### src/rtl/node_feeder.sv
// node_feeder: streams N_INPUTS pixel/weight pairs from two read ports into a
// node MAC through a 2-entry skid FIFO, then hands over the bias word and waits
// (with timeout) for the node result.
//
// state      | meaning
// -----------+-----------------------------------------------------------
// S_IDLE     | waiting for start; bias captured on accept
// S_STREAM   | issuing reads and presenting pairs until the last transfer
// S_BIAS     | presenting captured bias until bias_ready
// S_WAIT_RES | waiting for res_valid, counting toward TIMEOUT
// S_DONE     | one-cycle done pulse, then back to idle
module node_feeder #(
  parameter int N_INPUTS = 784,
  parameter int DATA_W   = 32,
  parameter int ADDR_W   = 10,
  parameter int TIMEOUT  = 1023
) (
  input  logic              clk,
  input  logic              rst_n,
  input  logic              start,
  output logic              busy,
  output logic [ADDR_W-1:0] img_addr,
  output logic [ADDR_W-1:0] wt_addr,
  output logic              img_rd,
  output logic              wt_rd,
  input  logic [DATA_W-1:0] img_rdata,
  input  logic [DATA_W-1:0] wt_rdata,
  output logic [DATA_W-1:0] x_data,
  output logic [DATA_W-1:0] w_data,
  output logic              pair_valid,
  output logic              pair_last,
  input  logic              pair_ready,
  input  logic [DATA_W-1:0] bias_in,
  output logic [DATA_W-1:0] bias_data,
  output logic              bias_valid,
  input  logic              bias_ready,
  input  logic              res_valid,
  input  logic [DATA_W-1:0] res_data,
  output logic [DATA_W-1:0] node_res,
  output logic              done,
  output logic              err
);

  // one extra bit so the index can reach N_INPUTS == 2**ADDR_W without wrapping
  localparam int IDX_W = ADDR_W + 1;
  localparam int TO_W  = $clog2(TIMEOUT + 1);

  typedef enum logic [2:0] {
    S_IDLE, S_STREAM, S_BIAS, S_WAIT_RES, S_DONE
  } state_t;

  state_t            state, state_nxt;
  logic [IDX_W-1:0]  rd_idx;
  logic [IDX_W-1:0]  pair_cnt;
  logic [TO_W-1:0]   to_cnt;
  logic              rd_inflight;
  logic [1:0]        occ;
  logic              wr_ptr, rd_ptr;
  logic [DATA_W-1:0] fx [2];
  logic [DATA_W-1:0] fw [2];
  logic [DATA_W-1:0] bias_q;
  logic              start_acc, pop, last_pop, issue, to_expire;

  assign start_acc  = (state == S_IDLE) && start;
  assign pair_valid = (occ != 2'd0);
  assign x_data     = fx[rd_ptr];
  assign w_data     = fw[rd_ptr];
  assign pop        = pair_valid && pair_ready;
  assign pair_last  = pair_valid && (pair_cnt == IDX_W'(N_INPUTS - 1));
  assign last_pop   = pop && pair_last;
  assign to_expire  = (to_cnt == TO_W'(TIMEOUT - 1));

  // a read may go out only if its data is guaranteed a FIFO slot on return
  assign issue = (state == S_STREAM) &&
                 (({1'b0, occ} + {2'b00, rd_inflight}) < (3'd2 + {2'b00, pop})) &&
                 (rd_idx < IDX_W'(N_INPUTS));

  assign img_rd    = issue;
  assign wt_rd     = issue;
  assign img_addr  = rd_idx[ADDR_W-1:0];
  assign wt_addr   = rd_idx[ADDR_W-1:0];
  assign bias_data = bias_q;

  // state register
  always_ff @(posedge clk or negedge rst_n) begin
    if (!rst_n) state <= S_IDLE;
    else        state <= state_nxt;
  end

  // next-state logic
  always_comb begin
    state_nxt = state;
    case (state)
      S_IDLE:     if (start) state_nxt = S_STREAM;
      S_STREAM:   if (last_pop) state_nxt = S_BIAS;
      S_BIAS:     if (bias_ready) state_nxt = S_WAIT_RES;
      S_WAIT_RES: if (res_valid || to_expire) state_nxt = S_DONE;
      S_DONE:     state_nxt = S_IDLE;
      default:    state_nxt = S_IDLE;
    endcase
  end

  // state-decoded outputs
  always_comb begin
    busy       = (state != S_IDLE);
    done       = (state == S_DONE);
    bias_valid = (state == S_BIAS);
  end

  // read index, pair count, timeout counter, bias/result/error registers
  always_ff @(posedge clk or negedge rst_n) begin
    if (!rst_n) begin
      rd_idx   <= '0;
      pair_cnt <= '0;
      to_cnt   <= '0;
      bias_q   <= '0;
      node_res <= '0;
      err      <= 1'b0;
    end else if (start_acc) begin
      rd_idx   <= '0;
      pair_cnt <= '0;
      to_cnt   <= '0;
      err      <= 1'b0;
      bias_q   <= bias_in;
    end else begin
      if (issue) rd_idx <= rd_idx + 1'b1;
      if (pop)   pair_cnt <= pair_cnt + 1'b1;
      if (state == S_WAIT_RES) begin
        // a result arriving on the expiry cycle takes priority over the error
        if (res_valid)      node_res <= res_data;
        else if (to_expire) err <= 1'b1;
        else                to_cnt <= to_cnt + 1'b1;
      end
    end
  end

  // 2-entry pair FIFO fed by returning read data
  always_ff @(posedge clk or negedge rst_n) begin
    if (!rst_n) begin
      rd_inflight <= 1'b0;
      occ         <= 2'd0;
      wr_ptr      <= 1'b0;
      rd_ptr      <= 1'b0;
      fx[0]       <= '0;
      fx[1]       <= '0;
      fw[0]       <= '0;
      fw[1]       <= '0;
    end else begin
      rd_inflight <= issue;
      if (start_acc) begin
        occ    <= 2'd0;
        wr_ptr <= 1'b0;
        rd_ptr <= 1'b0;
      end else begin
        if (rd_inflight) begin
          fx[wr_ptr] <= img_rdata;
          fw[wr_ptr] <= wt_rdata;
          wr_ptr     <= ~wr_ptr;
        end
        if (pop) rd_ptr <= ~rd_ptr;
        case ({rd_inflight, pop})
          2'b10:   occ <= occ + 2'd1;
          2'b01:   occ <= occ - 2'd1;
          default: occ <= occ;
        endcase
      end
    end
  end

endmodule
### config.mk
export PLATFORM = sky130hd
export DESIGN_NAME = node_feeder
export DESIGN_NICKNAME = d
export VERILOG_FILES = /design/src/rtl/node_feeder.sv
export SDC_FILE = /design/constraint.sdc
export NUM_CORES = 1
export LEC_CHECK = 0
export BUFFER_PORTS_ARGS = -buffer_cell sky130_fd_sc_hd__buf_2
export CAP_MARGIN = 30
export CORE_UTILIZATION = 47
export CTS_CLUSTER_DIAMETER = 50
export CTS_CLUSTER_SIZE = 28
export DETAILED_ROUTE_END_ITERATION = 10
export GPL_TIMING_DRIVEN = 0
export PLACE_DENSITY_LB_ADDON = 0.15
export SYNTH_ARGS = -nofsm -noshare
export SYNTH_HDL_FRONTEND = slang
export SYNTH_SLANG_ARGS = --single-unit
### constraint.sdc
create_clock -name clk -period 2.25 [get_ports clk]
set_input_delay 0.45 -clock clk [delete_from_list [all_inputs] [get_ports clk]]
set_output_delay 0.45 -clock clk [all_outputs]
set_load 0.05 [all_outputs]
### Word-level counts from Yosys, hierarchy flattened

Cells that the tools add are included.
W data, S select, Z words.

| storage, ports and cells | value |
|---|---|
| bits in registers | 233 |
| bits of input ports | 134 |
| output and inout bits | 156 |
| word-level logic and storage cells | 101 |

| cells by class | value |
|---|---|
| $add $sub $neg | 7 |
| order comparisons | 5 |
| equality and inequality tests | 14 |
| muxes and demuxes | 33 |
| bitwise gates (word level) | 5 |
| reduce and logical (&&, ||, !) cells | 22 |

Operators with widths:

| cell | count |
|---|---|
| $mux W32 | 7 |
| $bwmux W64 | 2 |
| $mux W11 | 4 |
| $mux W10 | 4 |
| $demux W32 S1 | 1 |
| $add A11 B1 Y11 const B | 2 |
| $mux W3 | 4 |
| $pmux W3 S4 | 1 |
| $reduce_bool A2 Y1 | 6 |
| $eq A11 B10 Y1 const B | 1 |
| $lt A11 B10 Y1 const B | 1 |
| $add A10 B1 Y10 const B | 1 |
| $eq A10 B10 Y1 const B | 1 |
| $reduce_and A3 Y1 | 3 |
| $mux W1 | 8 |
| $ne A2 B2 Y1 const B | 4 |
| $logic_and A1 B1 Y1 | 7 |
| $eq A3 B2 Y1 const B | 2 |
| $reduce_bool A3 Y1 | 2 |
| $ge A2 B2 Y1 const B | 2 |
| $ne A2 B1 Y1 const B | 2 |
| $not A1 Y2 | 2 |
| $pmux W2 S2 | 1 |
| $reduce_and A4 Y1 | 1 |
| other kinds (15) | 17 |

### Longest topological paths before layout

Gate-level depths: netlist of run 1.

| logic depth | value |
|---|---|
| depth after elaboration | 8 |
| depth in mapped cells | 7 |
| depth with buffers taken out | 7 |

### Least setup slack after synthesis of run 1

OpenSTA, ideal clock, no wires.

| timing | value |
|---|---|
| kind | reg-to-output |
| from | register pair_cnt[0] |
| to | output port pair_last |
| data arrival time | 2.345 ns |
| required time | 1.800 ns |
| setup slack | -0.545 ns |
| stages on the path, launching flop included | 4 |
| buffers on the path | 0 |
| path through | dfrtp_1 -> ha_1 -> or4b_2 -> nor3b_1 |

| between the ends | value |
|---|---|
| cells in the longest elaborated chain, start to end | 2 |

Ends and longest elaborated chain:

| what | line | text |
|---|---|---|
| start, declared | 54 | `logic [IDX_W-1:0] pair_cnt;` |
| start signal, assigned | 127 | `if (pop) pair_cnt <= pair_cnt + 1'b1;` |
| $eq A11 B10 Y1 | 69 | `assign pair_last = pair_valid && (pair_cnt == IDX_W'(N_INPUTS - 1));` |
| $logic_and A1 B1 Y1 | 69 |  |
| end, declared | 31 | `output logic pair_last,` |

No other way between the ends.

### Worst setup path in the final report of run 1

| timing | value |
|---|---|
| from | register occ[0] |
| to | output port wt_rd |

| between the ends | value |
|---|---|
| cells in the longest elaborated chain, start to end | 6 |
| elaborated cells on any way between the ends | 7 |
| those cells by class | 2 x add/sub; 1 x order compare; 4 x reduce/logical |

Ends and longest elaborated chain:

| what | line | text |
|---|---|---|
| start, declared | 57 | `logic [1:0] occ;` |
| start signal, assigned | 162 | `2'b10: occ <= occ + 2'd1;` |
| start signal, assigned | 163 | `2'b01: occ <= occ - 2'd1;` |
| $reduce_bool A2 Y1 | 65 | `assign pair_valid = (occ != 2'd0);` |
| $logic_and A1 B1 Y1 | 68 | `assign pop = pair_valid && pair_ready;` |
| $add A2 B1 Y3 | 75 | `(({1'b0, occ} + {2'b00, rd_inflight}) < (3'd2 + {2'b00, pop})) &&` |
| $lt A3 B3 Y1 (*) | 75 |  |
| $logic_and A1 B1 Y1 (*) | 74 | `assign issue = (state == S_STREAM) &&` |
| $logic_and A1 B1 Y1 (*) | 75 |  |
| end, declared | 25 | `output logic wt_rd,` |

Mark *: on every way between the ends. The rest lies on a longest branch, timed or not.

==> Implementation_results.wiki, run 1 <==
{| class="wikitable"
! Metric !! Value
|-
| Wirelength per Cell || 16.7 um
|-
| Std-Cell Rows || 53
|-
| Tightest slew margin relative to the limit || 40.5%
|-
| Core footprint || 0.0210 sq mm
|-
| Pin count of the biggest net entering global routing || 119
|-
| Slowest cell on the critical path || sky130_fd_sc_hd__dfrtp_2
|-
| Leak Pwr || 0.00689 uW
|-
| Final period utilization || 113%
|-
| Count of port buffers added during placement || ~290
|-
| Non-filler cells in the finished layout || 1440
|-
| Max-slew violation total from the final report || 0
|-
| Number of global-route vias before repair || between 7000 and 8000
|-
| Register area || around 0.0058 sq mm
|-
| Part of the power in registers || 27.3%
|-
| Number of synthesized flops with an enable pin || 0
|-
| Switching fraction of total power || between 40% and 50%
|-
| Root Buffer Master || sky130_fd_sc_hd__clkbuf_16
|-
| Tot GR Track Use || 21.0%
|-
| Sinks on Clock Net || 233
|-
| CTS tree || yes
|-
| Number of buffer and inverter stages on the critical path || 4
|-
| Vias per Instance || 5.03
|-
| Crit start category || register
|-
| Kind of critical path || reg2out
|-
| Biggest cell delay along the critical path || 0.44 ns
|-
| Top FF cell, synth || sky130_fd_sc_hd__dfrtp_1
|-
| Worst vdd rail ir drop || 1240 uV
|-
| CTS hold repair buffers || 0
|-
| Layer with the highest usage after global routing || met2
|-
| Final worst hold slack || -0.0134 ns
|-
| Worst endpoint data arrival time || roughly 2.1 ns
|-
| Post-synthesis cell type count || 44
|-
| Power per cell area || 1720 mW/mm^2
|-
| Top cell type's share of synthesized area || 57.7%
|-
| Worst path top cell family by delay || buffers and inverters
|-
| Vias post-DR || 7243
|-
| RSZ-0062 raised after global routing || true
|-
| Iteration count of the initial detailed-routing pass || 4
|-
| Clock input transition at the sequential cells of the worst setup and hold paths || approximately 0.07 ns
|-
| DRC Markers || 0
|-
| Seq cells post-synth || 233
|-
| Setup WS post-layout || -0.292 ns
|-
| Overflow left after global routing || 0
|-
| Async S/R FF share, synth || 100%
|-
| Met1 track utilization from global routing || ~27%
|-
| Footprint of the multi-input gates || ~0.0041 sq mm
|-
| Final setup vio count || 51
|-
| Vertical die dimension || about 150 um
|-
| Cell accounting for the most synthesized area || sky130_fd_sc_hd__dfrtp_1
|-
| Proportion of layout cells with a drive suffix above 1 || around 56%
|-
| Transition time at the pin with the least slew margin || 0.892 ns
|-
| Global placer's final weighted congestion || a little under 0.8
|-
| Internal power component || 13900 uW
|-
| Synthesized net count || 933
|-
| Commonest cells post-synth || 233 x sky130_fd_sc_hd__dfrtp_1, 220 x sky130_fd_sc_hd__mux2_2, 119 x sky130_fd_sc_hd__nand2_1
|-
| Post-Place Setup Slack || -0.253 ns
|-
| Most common cell in the synthesized netlist || sky130_fd_sc_hd__dfrtp_1
|-
| Max-capacitance violation count || 0
|-
| Total Die Area || 0.0221 sq mm
|-
| Synthesis-to-finish area growth || 38.1%
|-
| Starting utilization of the core area || 48.1%
|-
| Cell breakdown of the critical path || ha_4 > ha_4 > nor4_4 > nand3_2 > buf_8 > clkinvlp_4 > buf_8 > buf_8
|-
| Cts bufs inserted || 28
|-
| First-pass GRT wire length || 37000 um
|-
| Yosys warning total || 0
|-
| Global-route track usage on met2 || 35.2%
|-
| Dpl hpwl || 15800 um
|-
| Width of the die || 149 um
|-
| Number of instances in the synthesized netlist || 793
|-
| Violation count after the first detailed-route iteration || between 200 and 300
|-
| Worst hold path class || in2async
|-
| Category of the worst setup path capture point || primary output
|-
| Clock latency of the later-clocked register in the worst-skew pair || 0.54 ns
|-
| Sequential element share of the synthesized area || 57.7%
|-
| Post-route clock skew || between 0.015 and 0.02 ns
|-
| H-tree depth reported by CTS || 1
|-
| Combinational group share of total power || 53.9%
|-
| Number of top-level pins || 290
|-
| Status || complete, but fails checks
|-
| Number of inserted filler cells in the final layout || between 1500 and 2000
|-
| Final critical path time including I/O delays and setup || 2.54 ns
|-
| Detail Route Antenna Nets || 0
|-
| Met3 capacity usage during global routing || ~5.1%
|-
| Maximum number of buffers from clock root to sink || 3
|-
| Post-synth design cell area || 0.0101 sq mm
|-
| Largest cells by area after synthesis || sky130_fd_sc_hd__dfrtp_1 58%, sky130_fd_sc_hd__mux2_2 25%, sky130_fd_sc_hd__nand2_1 4.4%, sky130_fd_sc_hd__buf_4 1.6%, sky130_fd_sc_hd__nor2_1 0.89%
|-
| Number of nets in the layout || approximately 1300
|-
| Share of power burned in the clock network || 18.8%
|-
| Switching power || between 10000 and 15000 uW
|-
| Routed wire length || 24100 um
|-
| Synth Area per Inst || 12.7 sq um
|-
| Placed Instances || 1358
|-
| Maximum clock rate || 393 MHz
|-
| Most frequent cell on the critical path || sky130_fd_sc_hd__buf_8
|-
| Total count of hold-check failures in the final report || 13
|-
| Failing checks || negative hold slack, negative setup slack
|-
| Largest fanout on the critical path || 3
|-
| Antenna violations before repair || 3
|-
| Endpoint required time on the critical path || between 1.5 and 2 ns
|}
routing by layer:
layer / part of all wire, % / wire length, um
met4: 1.7 / 405
met3: 7.2 / 1730
met2: 49 / 11700
met1: 42 / 10200
met5: 0 / 0
worst reg2reg max path, cell delays in order, from the launching register on:
cell	delay (ns)
sky130_fd_sc_hd__dfrtp_2	0.44
sky130_fd_sc_hd__ha_4	0.17
sky130_fd_sc_hd__ha_4	0.16
sky130_fd_sc_hd__nor4_4	0.22
sky130_fd_sc_hd__nand3_2	0.14
sky130_fd_sc_hd__buf_4	0.17
sky130_fd_sc_hd__or4_1	0.50
sky130_fd_sc_hd__a21oi_1	0.18
cell type report:
cell class	count	area share (%)
inverters	15	0.430
clock inverters	20	1.46
well taps	275	2.47
clock buffers	31	5.33
diodes	2	0.0359
multi-input cells	487	29.2
flip-flops and latches	233	41.8
plain buffers	57	3.31
repair buffers	320	15.9
stage by stage:
stage	power, uW	util, %	area, sq um	setup TNS [ns]
final	24000	66.4	14000	-2.78
after global routing	25100	66.4	14000	-5.78
after CTS	23300	64.7	13600	-1.54
after detailed placement	17000	56.9	12000	-27.23
after global placement	16800	56.8	11900	-828.69
after floorplan	14700	-	10100	0
sequential cells by signal, indices dropped and copies added (netlist names), 3 cells and up:
name and flops:
rd_idx 11, pair_cnt 11, node_res 32, to_cnt 10, bias_data 32, fx 64, state 3, fw 64
layout by cell type (no fill, tap or decap), types with 10 or more instances in the layout:
master / instances
sky130_fd_sc_hd__nand3_1: 12
sky130_fd_sc_hd__dfrtp_1: 230
sky130_fd_sc_hd__mux2_2: 202
sky130_fd_sc_hd__buf_4: 42
sky130_fd_sc_hd__inv_1: 14
sky130_fd_sc_hd__clkbuf_1: 10
sky130_fd_sc_hd__buf_8: 24
sky130_fd_sc_hd__nand2_1: 118
sky130_fd_sc_hd__clkbuf_16: 35
sky130_fd_sc_hd__buf_2: 244
sky130_fd_sc_hd__buf_6: 40
sky130_fd_sc_hd__mux2_4: 18
sky130_fd_sc_hd__nor2_1: 24
sky130_fd_sc_hd__o21ai_0: 12
worst paths after layout:
| check | start | endpoint | slack (ns) | cells past startpoint |
|---|---|---|---|---|
| min in group clk | bias_in[6] | bias_data[6] | 0.10 | 3 |
| worst min register to register | bias_data[18] | bias_data[18] | 0.47 | 2 |
| worst max register to register | occ[0] | rd_idx[7] | 0.19 | 7 |
| worst max-delay path | occ[0] | wt_rd | -0.29 | 8 |
| max in group asynchronous | rst_n | rd_ptr | 1.19 | 2 |
| worst min-delay path | rst_n | fw[13] | -0.01 | 1 |
what timing repair did:
action,CTS,global route
gates resized for setup,154,48
endpoints found under the setup margin,193,181
cloned,0,6
buffers inserted,16,8
pin swaps,4,3
power groups by stage:
| stage | sequential, uW | clock (uW) | combinational, uW |
|---|---|---|---|
| floorplan | 6860 | 0 | 7800 |
| global placement | 6460 | 0 | 10300 |
| detailed placement | 6530 | 0 | 10400 |
| CTS | 6480 | 4630 | 12200 |
| global route | 6720 | 4810 | 13500 |
| finish | 6540 | 4510 | 12900 |
cells by family (layout without fill, tap and decap cells):
group	after synthesis	in the layout	share of synthesized area, %
compound gates	38	38	2.34
xor+xnor	17	17	1.47
fa+ha+maj	6	6	0.743
buf+inv	73	443	3.67
flops	233	233	57.7
mux	227	227	25.3
other cells	0	2	0
simple gates	199	199	8.82
(Power assumes the default switching activity.)
==> run 2: changes to the inputs <==
--- a/config.mk
+++ b/config.mk
@@ -5,9 +5,10 @@
 export SDC_FILE = /design/constraint.sdc
 export NUM_CORES = 1
 export LEC_CHECK = 0
+export ABC_AREA = 1
 export BUFFER_PORTS_ARGS = -buffer_cell sky130_fd_sc_hd__buf_2
 export CAP_MARGIN = 30
-export CORE_UTILIZATION = 47
+export CORE_UTILIZATION = 48
 export CTS_CLUSTER_DIAMETER = 50
 export CTS_CLUSTER_SIZE = 28
 export DETAILED_ROUTE_END_ITERATION = 10
==> run 2 against run 1 <==
The flow still finishes with violations (negative hold slack, negative setup slack). Critical path depth grew 1. Sequential power is 7.6% higher. Die area grew 2.8%. Clock power fell by 3%. Final area shrank 1.7%. First-iteration DRC count is 88% higher. Total power is 0.97% higher. Register-to-register slack better by 0.15 ns. Sequential cell count is the same. Fmax down 0.99%. Global-route usage rose by 2.1 points. Sequential share of layout area is 0.74 points higher. Largest power group unchanged.
==> Implementation_results.wiki, run 2 <==
{| class="wikitable"
! Metric !! Value
|-
| Status || complete, but fails checks
|-
| Failing checks || negative hold slack, negative setup slack
|-
| Most common cell in the synthesized netlist || sky130_fd_sc_hd__nand2_1
|-
| Total count of hold-check failures in the final report || 1 (-12)
|-
| Switching power || 11900 uW (+19%)
|-
| Internal power component || 12300 uW (-12%)
|-
| Final worst hold slack || -0.0110 ns (+0.00248 ns)
|-
| Utilization after layout || 63.0% (-3.4 points)
|-
| Largest regs || fw x64, fx x64
|-
| Seq cells post-synth || 233 (unchanged)
|-
| Crit start category || register
|-
| Antenna violations before repair || 0 (-3)
|-
| Leak Pwr || 0.00763 uW (+11%)
|-
| Final period utilization || 114% (+1.1 points)
|-
| Tightest slew margin relative to the limit || 39.6% (-0.88 points)
|-
| Routed wire length || 26600 um (+11%)
|-
| Async S/R FF share, synth || 100% (unchanged)
|-
| Tot GR Track Use || 23.1% (+2.1 points)
|-
| DRC Markers || 0 (unchanged)
|-
| Global placer's final weighted congestion || 0.811 (+3.9%)
|-
| CTS hold repair buffers || 0 (unchanged)
|-
| Vias post-DR || 9145 (+26%)
|-
| Number of top-level pins || 290 (unchanged)
|-
| Kind of critical path || reg2out
|-
| Wirelength per Cell || 14.2 um (-15%)
|-
| Yosys warning total || 0 (unchanged)
|-
| Proportion of layout cells with a drive suffix above 1 || 29.8% (-26 points)
|-
| Number of inserted filler cells in the final layout || 1953 (+20%)
|-
| Post-route clock skew || 0.0128 ns (-0.00615 ns)
|-
| Starting utilization of the core area || 48.8% (+0.73 points)
|-
| Sequential element share of the synthesized area || 54.9% (-2.8 points)
|-
| Worst vdd rail ir drop || 1060 uV (-15%)
|-
| Vertical die dimension || 151 um (+1.4%)
|-
| Clock input transition at the sequential cells of the worst setup and hold paths || 0.07 ns (about the same)
|-
| Post-synth design cell area || 0.0106 sq mm (+5.1%)
|-
| Number of synthesized flops with an enable pin || 0 (unchanged)
|-
| Placed Instances || 1812 (+33%)
|-
| Cell accounting for the most synthesized area || sky130_fd_sc_hd__dfrtp_1
|-
| Part of the power in registers || 29.1% (+1.8 points)
|-
| Footprint of the multi-input gates || 0.00391 sq mm (-4.1%)
|-
| Clock latency of the later-clocked register in the worst-skew pair || 0.52 ns (-0.02 ns)
|-
| Largest fanout on the critical path || 4 (+1)
|-
| Final setup vio count || 2 (-96%)
|-
| Max-capacitance violation count || 0 (unchanged)
|-
| Violation count after the first detailed-route iteration || 503 (+88%)
|-
| Count of port buffers added during placement || 289 (unchanged)
|-
| CTS tree || yes
|-
| Detail Route Antenna Nets || 0 (unchanged)
|-
| Synthesis-to-finish area growth || 29.1%
|-
| Combinational group share of total power || 52.9% (-1.0 points)
|-
| Core footprint || 0.0218 sq mm (+3.5%)
|-
| Post-synthesis cell type count || 38 (-14%)
|-
| Sinks on Clock Net || 233 (unchanged)
|-
| Category of the worst setup path capture point || primary output
|-
| Synth Area per Inst || 8.55 sq um (-33%)
|-
| Number of instances in the synthesized netlist || 1242 (+57%)
|-
| Width of the die || 151 um (+1.4%)
|-
| Power per cell area || 1770 mW/mm^2 (+2.8%)
|-
| Std-Cell Rows || 54 (+1.9%)
|-
| Overflow left after global routing || 0 (unchanged)
|-
| Maximum number of buffers from clock root to sink || 3 (unchanged)
|-
| Top cell type's share of synthesized area || 54.9% (-2.8 points)
|-
| Transition time at the pin with the least slew margin || 0.905 ns (+0.0132 ns)
|-
| Top FF cell, synth || sky130_fd_sc_hd__dfrtp_1
|-
| Most common cell after layout, fill and taps aside || sky130_fd_sc_hd__nand2_1
|-
| Dpl hpwl || 18600 um (+17%)
|-
| Worst endpoint data arrival time || 2.12 ns (+0.03 ns)
|-
| Switching fraction of total power || 49.2% (+7.3 points)
|-
| RSZ-0062 raised after global routing || true
|-
| Iteration count of the initial detailed-routing pass || 5 (+1)
|-
| Setup WS post-layout || -0.318 ns (-0.0255 ns)
|-
| First-pass GRT wire length || 42300 um (+14%)
|-
| Number of nets in the layout || 1708 (+33%)
|-
| Endpoint required time on the critical path || 1.80 ns (about the same)
|-
| Commonest cells post-synth || 514 x sky130_fd_sc_hd__nand2_1, 233 x sky130_fd_sc_hd__dfrtp_1, 128 x sky130_fd_sc_hd__o21ai_0
|-
| Synthesized net count || 1382 (+48%)
|-
| Cts bufs inserted || 26 (-7.1%)
|-
| Non-filler cells in the finished layout || 1867 (+30%)
|-
| H-tree depth reported by CTS || 1 (unchanged)
|-
| Pin count of the biggest net entering global routing || 119 (unchanged)
|-
| Max-slew violation total from the final report || 0 (unchanged)
|-
| Final critical path time including I/O delays and setup || 2.57 ns (+0.0255 ns)
|-
| Most used cells in the layout excluding fill and tap cells || 514 x sky130_fd_sc_hd__nand2_1, 256 x sky130_fd_sc_hd__buf_2, 231 x sky130_fd_sc_hd__dfrtp_1
|-
| Largest cells by area after synthesis || sky130_fd_sc_hd__dfrtp_1 55%, sky130_fd_sc_hd__nand2_1 18%, sky130_fd_sc_hd__o21ai_0 6.0%, sky130_fd_sc_hd__inv_1 3.6%, sky130_fd_sc_hd__mux2_2 1.8%
|-
| Maximum clock rate || 389 MHz (-0.99%)
|-
| Vias per Instance || 4.90 (-2.6%)
|-
| Register area || 0.00583 sq mm (about the same)
|-
| Share of power burned in the clock network || 18.0% (-0.8 points)
|-
| Worst hold path class || in2async
|-
| Number of global-route vias before repair || 8521 (+17%)
|-
| Total Die Area || 0.0227 sq mm (+2.8%)
|-
| Root Buffer Master || sky130_fd_sc_hd__clkbuf_16
|}
[run 2: cell types whose count changed after synthesis, moves of 7 or more]
cell and change:
sky130_fd_sc_hd__nand2_1 +395, sky130_fd_sc_hd__mux2_2 -203, sky130_fd_sc_hd__o21ai_0 +116, sky130_fd_sc_hd__inv_1 +88, sky130_fd_sc_hd__nand3_1 +26, sky130_fd_sc_hd__buf_6 +16
sky130_fd_sc_hd__nand4_1 +12, sky130_fd_sc_hd__nor2_1 +11, sky130_fd_sc_hd__o21ai_1 +11, sky130_fd_sc_hd__mux2_4 +10, sky130_fd_sc_hd__buf_2 +8, sky130_fd_sc_hd__xnor2_1 -8
sky130_fd_sc_hd__clkbuf_1 -7, sky130_fd_sc_hd__nor3_1 -7
[run 2: metal layers]
metal	GRT usage (%)	vias to the layer above	part of all wire [%]
li1	-	4536	-
met1	31.8	4292	45
met2	38.4	274	48
met3	3.52	43	6.1
met4	5.10	0	1.7
met5	0	-	0
[run 2: repair_timing]
item                       CTS  global route
gates resized for setup     79            28
pin swaps                    6             5
buffers inserted             5             3
setup endpoints to repair   67            64
[run 2: worst paths after layout]
| path | slack [ns] | depth (start not counted) | end | start |
|---|---|---|---|---|
| setup / recovery | -0.32 | 9 | wt_rd | rd_inflight |
| hold / removal | -0.01 | 1 | fw[44] | rst_n |
| setup reg to reg | 0.34 | 12 | rd_idx[9] | occ[0] |
| hold reg to reg | 0.48 | 2 | bias_data[7] | bias_data[7] |
| max in group asynchronous | 1.17 | 2 | pair_cnt[4] | rst_n |
| min in group clk | 0.12 | 3 | bias_data[26] | bias_in[26] |
[run 2: power by group through the flow]
stage	Clock, uW	Sequential, uW	Combinational (uW)
floorplan	0	8860	7350
global placement	0	7020	11900
detailed placement	0	7060	12100
CTS	4440	7010	12700
global route	4600	7270	13800
finish	4360	7040	12800
[run 2: critical path, cell delays in order, from the launching register on]
cell	delay, ns
sky130_fd_sc_hd__dfrtp_2	0.43
sky130_fd_sc_hd__ha_4	0.17
sky130_fd_sc_hd__ha_4	0.15
sky130_fd_sc_hd__or2_4	0.21
sky130_fd_sc_hd__nor2_1	0.08
sky130_fd_sc_hd__nand2_1	0.08
sky130_fd_sc_hd__nor2_4	0.13
sky130_fd_sc_hd__buf_6	0.12
sky130_fd_sc_hd__buf_6	0.09
sky130_fd_sc_hd__buf_8	0.13
[run 2: cells by family after synthesis]
family                     Yosys count  share of synthesized area, %
xor gates and xnor gates             7                         0.578
adders and majority gates            6                         0.707
muxes                               32                          3.75
and+or+nand+nor                    624                          23.7
DFF                                233                          54.9
AOI/OAI and AO/OA                  155                          7.52
buffers and inverters              185                          8.82
[run 2: layout make-up]
class,count,area share (%)
Tap cell,280,2.56
Sequential cell,233,42.6
Clock buffer,29,5.13
Inverter,107,2.93
Buffer,78,4.48
Antenna cell,1,0.0183
Timing Repair Buffer,298,12.4
Clock inverter,17,1.40
Multi-Input combinational cell,824,28.5
[run 2: through the flow]
step           hold WS, ns  TNS (ns)  area [sq um]  setup WS, ns  total power [uW]
6_report           -0.0110    -0.604         13700        -0.318             24200
5_1_grt             0.0765    -0.762         13700        -0.398             25700
4_1_cts             0.0418    -0.617         13600        -0.324             24200
3_5_place_dp         0.445     -2.76         12500        -0.216             19200
3_3_place_gp         0.440   -804.34         12400         -3.46             19000
2_1_floorplan        0.154         0         10600        0.0203             16200
==> run 3: changes to the inputs <==
--- a/config.mk
+++ b/config.mk
@@ -14,6 +14,7 @@
 export DETAILED_ROUTE_END_ITERATION = 10
 export GPL_TIMING_DRIVEN = 0
 export PLACE_DENSITY_LB_ADDON = 0.15
+export RECOVER_POWER = 50
 export SYNTH_ARGS = -nofsm -noshare
 export SYNTH_HDL_FRONTEND = slang
 export SYNTH_SLANG_ARGS = --single-unit
==> run 3 against run 2 <==
The run ends with max-capacitance violations, max-slew violations, negative setup slack left. Highest routed layer unchanged. Cell count is essentially flat. Sequential share of layout area grew 0.26 points. Setup slack is essentially flat. Sequential power is essentially flat. Fmax is essentially flat. Count of clock-buffer cells in the layout is the same. Sequential cell count is the same. Clock skew is essentially flat. Worst hold slack gained 0.13 ns. Routed wire length grew 0.17%.
==> Implementation_results.wiki, run 3 (synthesis results as in run 2) <==
{| class="wikitable"
! Metric !! Value
|-
| Setup WS post-layout || -0.318 ns (-0.000355 ns)
|-
| Clock input transition at the sequential cells of the worst setup and hold paths || 0.07 ns (about the same)
|-
| Vias per Instance || 4.89 (-0.20%)
|-
| Kind of critical path || reg2out
|-
| Pin count of the biggest net entering global routing || 119 (unchanged)
|-
| Core footprint || 0.0218 sq mm (unchanged)
|-
| DRC Markers || 0 (unchanged)
|-
| Final critical path time including I/O delays and setup || 2.57 ns (+0.000355 ns)
|-
| Max-capacitance violation count || 1 (+1)
|-
| Worst hold path class || in2reg
|-
| Worst endpoint data arrival time || 2.12 ns (about the same)
|-
| Total Die Area || 0.0227 sq mm (unchanged)
|-
| Iteration count of the initial detailed-routing pass || 5 (unchanged)
|-
| Count of port buffers added during placement || 289 (unchanged)
|-
| Clock latency of the later-clocked register in the worst-skew pair || 0.52 ns (about the same)
|-
| Post-place instance area || 0.0125 sq mm (unchanged)
|-
| Overflow left after global routing || 0 (unchanged)
|-
| Leak Pwr || 0.00755 uW (-1.0%)
|-
| Violation count after the first detailed-route iteration || 525 (+4.4%)
|-
| Failing checks || max-capacitance violations, max-slew violations, negative setup slack
|-
| Largest regs || fw x64, fx x64
|-
| Vertical die dimension || 151 um (unchanged)
|-
| Proportion of layout cells with a drive suffix above 1 || 28.9% (-0.95 points)
|-
| Root Buffer Master || sky130_fd_sc_hd__clkbuf_16
|-
| Status || complete, but fails checks
|-
| Category of the worst setup path capture point || primary output
|-
| Post-route clock skew || 0.0133 ns (+0.000491 ns)
|-
| Crit start category || register
|-
| Utilization after layout || 62.6% (-0.39 points)
|-
| RSZ-0062 raised after global routing || true
|-
| Final design area excluding fillers || 0.0136 sq mm (-0.61%)
|-
| Sinks on Clock Net || 233 (unchanged)
|-
| Cts bufs inserted || 26 (unchanged)
|-
| CTS tree || yes
|-
| Wirelength per Cell || 14.3 um (+0.12%)
|-
| Number of global-route vias before repair || 8521 (unchanged)
|-
| Detail Route Antenna Nets || 0 (unchanged)
|-
| Maximum clock rate || 389 MHz (about the same)
|-
| Most used cells in the layout excluding fill and tap cells || 515 x sky130_fd_sc_hd__nand2_1, 256 x sky130_fd_sc_hd__buf_2, 231 x sky130_fd_sc_hd__dfrtp_1
|-
| Total count of hold-check failures in the final report || 0 (-1)
|-
| Non-filler cells in the finished layout || 1868 (+0.054%)
|-
| Endpoint required time on the critical path || 1.80 ns (about the same)
|-
| Routed wire length || 26600 um (+0.17%)
|-
| Transition time at the pin with the least slew margin || 1.63 ns (+0.726 ns)
|-
| First-pass GRT wire length || 42300 um (unchanged)
|-
| Global placer's final weighted congestion || 0.811 (unchanged)
|-
| Post-Place Setup Slack || -0.216 ns (unchanged)
|-
| H-tree depth reported by CTS || 1 (unchanged)
|-
| Minimum setup slack among reg-to-reg paths || 0.34 ns (about the same)
|-
| Most common cell after layout, fill and taps aside || sky130_fd_sc_hd__nand2_1
|-
| Synthesis-to-finish area growth || 28.3%
|-
| Power per cell area || 1770 mW/mm^2 (+0.21%)
|-
| Std-Cell Rows || 54 (unchanged)
|-
| Tot GR Track Use || 23.1% (unchanged)
|-
| Width of the die || 151 um (unchanged)
|-
| Total Power || 24100 uW (-0.41%)
|-
| Maximum number of buffers from clock root to sink || 3 (unchanged)
|-
| Antenna violations before repair || 0 (unchanged)
|-
| Starting utilization of the core area || 48.8% (unchanged)
|-
| Number of top-level pins || 290 (unchanged)
|-
| Placed Instances || 1812 (unchanged)
|-
| Largest fanout on the critical path || 4 (unchanged)
|-
| Worst vdd rail ir drop || 1050 uV (-0.85%)
|-
| Final period utilization || 114% (about the same)
|-
| Max-slew violation total from the final report || 118 (+118)
|-
| Vias post-DR || 9132 (-0.14%)
|-
| Dpl hpwl || 18600 um (unchanged)
|-
| Number of nets in the layout || 1708 (unchanged)
|-
| Tightest slew margin relative to the limit || -8.76% (-48 points)
|-
| Final setup vio count || 2 (unchanged)
|}
## run 3: cell types whose count changed in the layout (fill, tap and decap cells not counted), sizes merged
cell,delta
buf,-4
clkbuf,+4
clkinv,+1
diode,+1
inv,-1
## run 3: repair_timing
item	4_1_cts	5_1_grt
hold buffers	0	0
gates resized for setup	79	28
setup endpoints to repair	67	64
setup buffers	5	3
pin swaps	6	5
## run 3: report_power, final
group          leakage, uW  switching, uW  total (uW)  internal (uW)
combinational      0.00419           9030       12700           3660
clock             0.000431           1840        4370           2530
sequential         0.00293           1030        7040           6010
## run 3: worst paths after layout
check,cells after the start,startpoint,endpoint
max reg2reg,12,occ[0],rd_idx[9]
max in group asynchronous,2,rst_n,pair_cnt[4]
min,3,bias_in[26],bias_data[26]
min in group asynchronous,1,rst_n,fw[44]
max,9,rd_inflight,wt_rd
min reg2reg,2,bias_data[3],bias_data[3]
## run 3: metrics by stage
| stage | TNS [ns] | hold slack (ns) |
|---|---|---|
| floorplan | 0 | 0.154 |
| global placement | -804.34 | 0.440 |
| detailed placement | -2.76 | 0.445 |
| CTS | -0.617 | 0.0418 |
| global route | -7.39 | 0.113 |
| finish | -0.605 | 0.117 |
## run 3: area by class of cell
| type | count | area, sq um |
|---|---|---|
| Buffer | 78 | 592 |
| Sequential cell | 233 | 5830 |
| Clock buffer | 29 | 703 |
| Fill cell | 1968 | 8130 |
| Multi-Input combinational cell | 824 | 3870 |
| Clock inverter | 17 | 191 |
| Tap cell | 280 | 350 |
| Antenna cell | 2 | 5.00 |
| Inverter | 107 | 402 |
| Timing Repair Buffer | 298 | 1680 |
## run 3: layer usage
layer / track usage [%] / wire length (um)
met1: 31.8 / 12000
met2: 38.4 / 12700
met3: 3.52 / 1530
met4: 5.10 / 436
met5: 0 / 0
## run 3: critical path, cell delays in order, from the launching register on
cell	delay [ns]
sky130_fd_sc_hd__dfrtp_2	0.43
sky130_fd_sc_hd__ha_4	0.17
sky130_fd_sc_hd__ha_4	0.15
sky130_fd_sc_hd__or2_4	0.21
sky130_fd_sc_hd__nor2_1	0.08
sky130_fd_sc_hd__nand2_1	0.08
sky130_fd_sc_hd__nor2_4	0.13
sky130_fd_sc_hd__buf_6	0.12
sky130_fd_sc_hd__buf_6	0.09
sky130_fd_sc_hd__buf_8	0.13
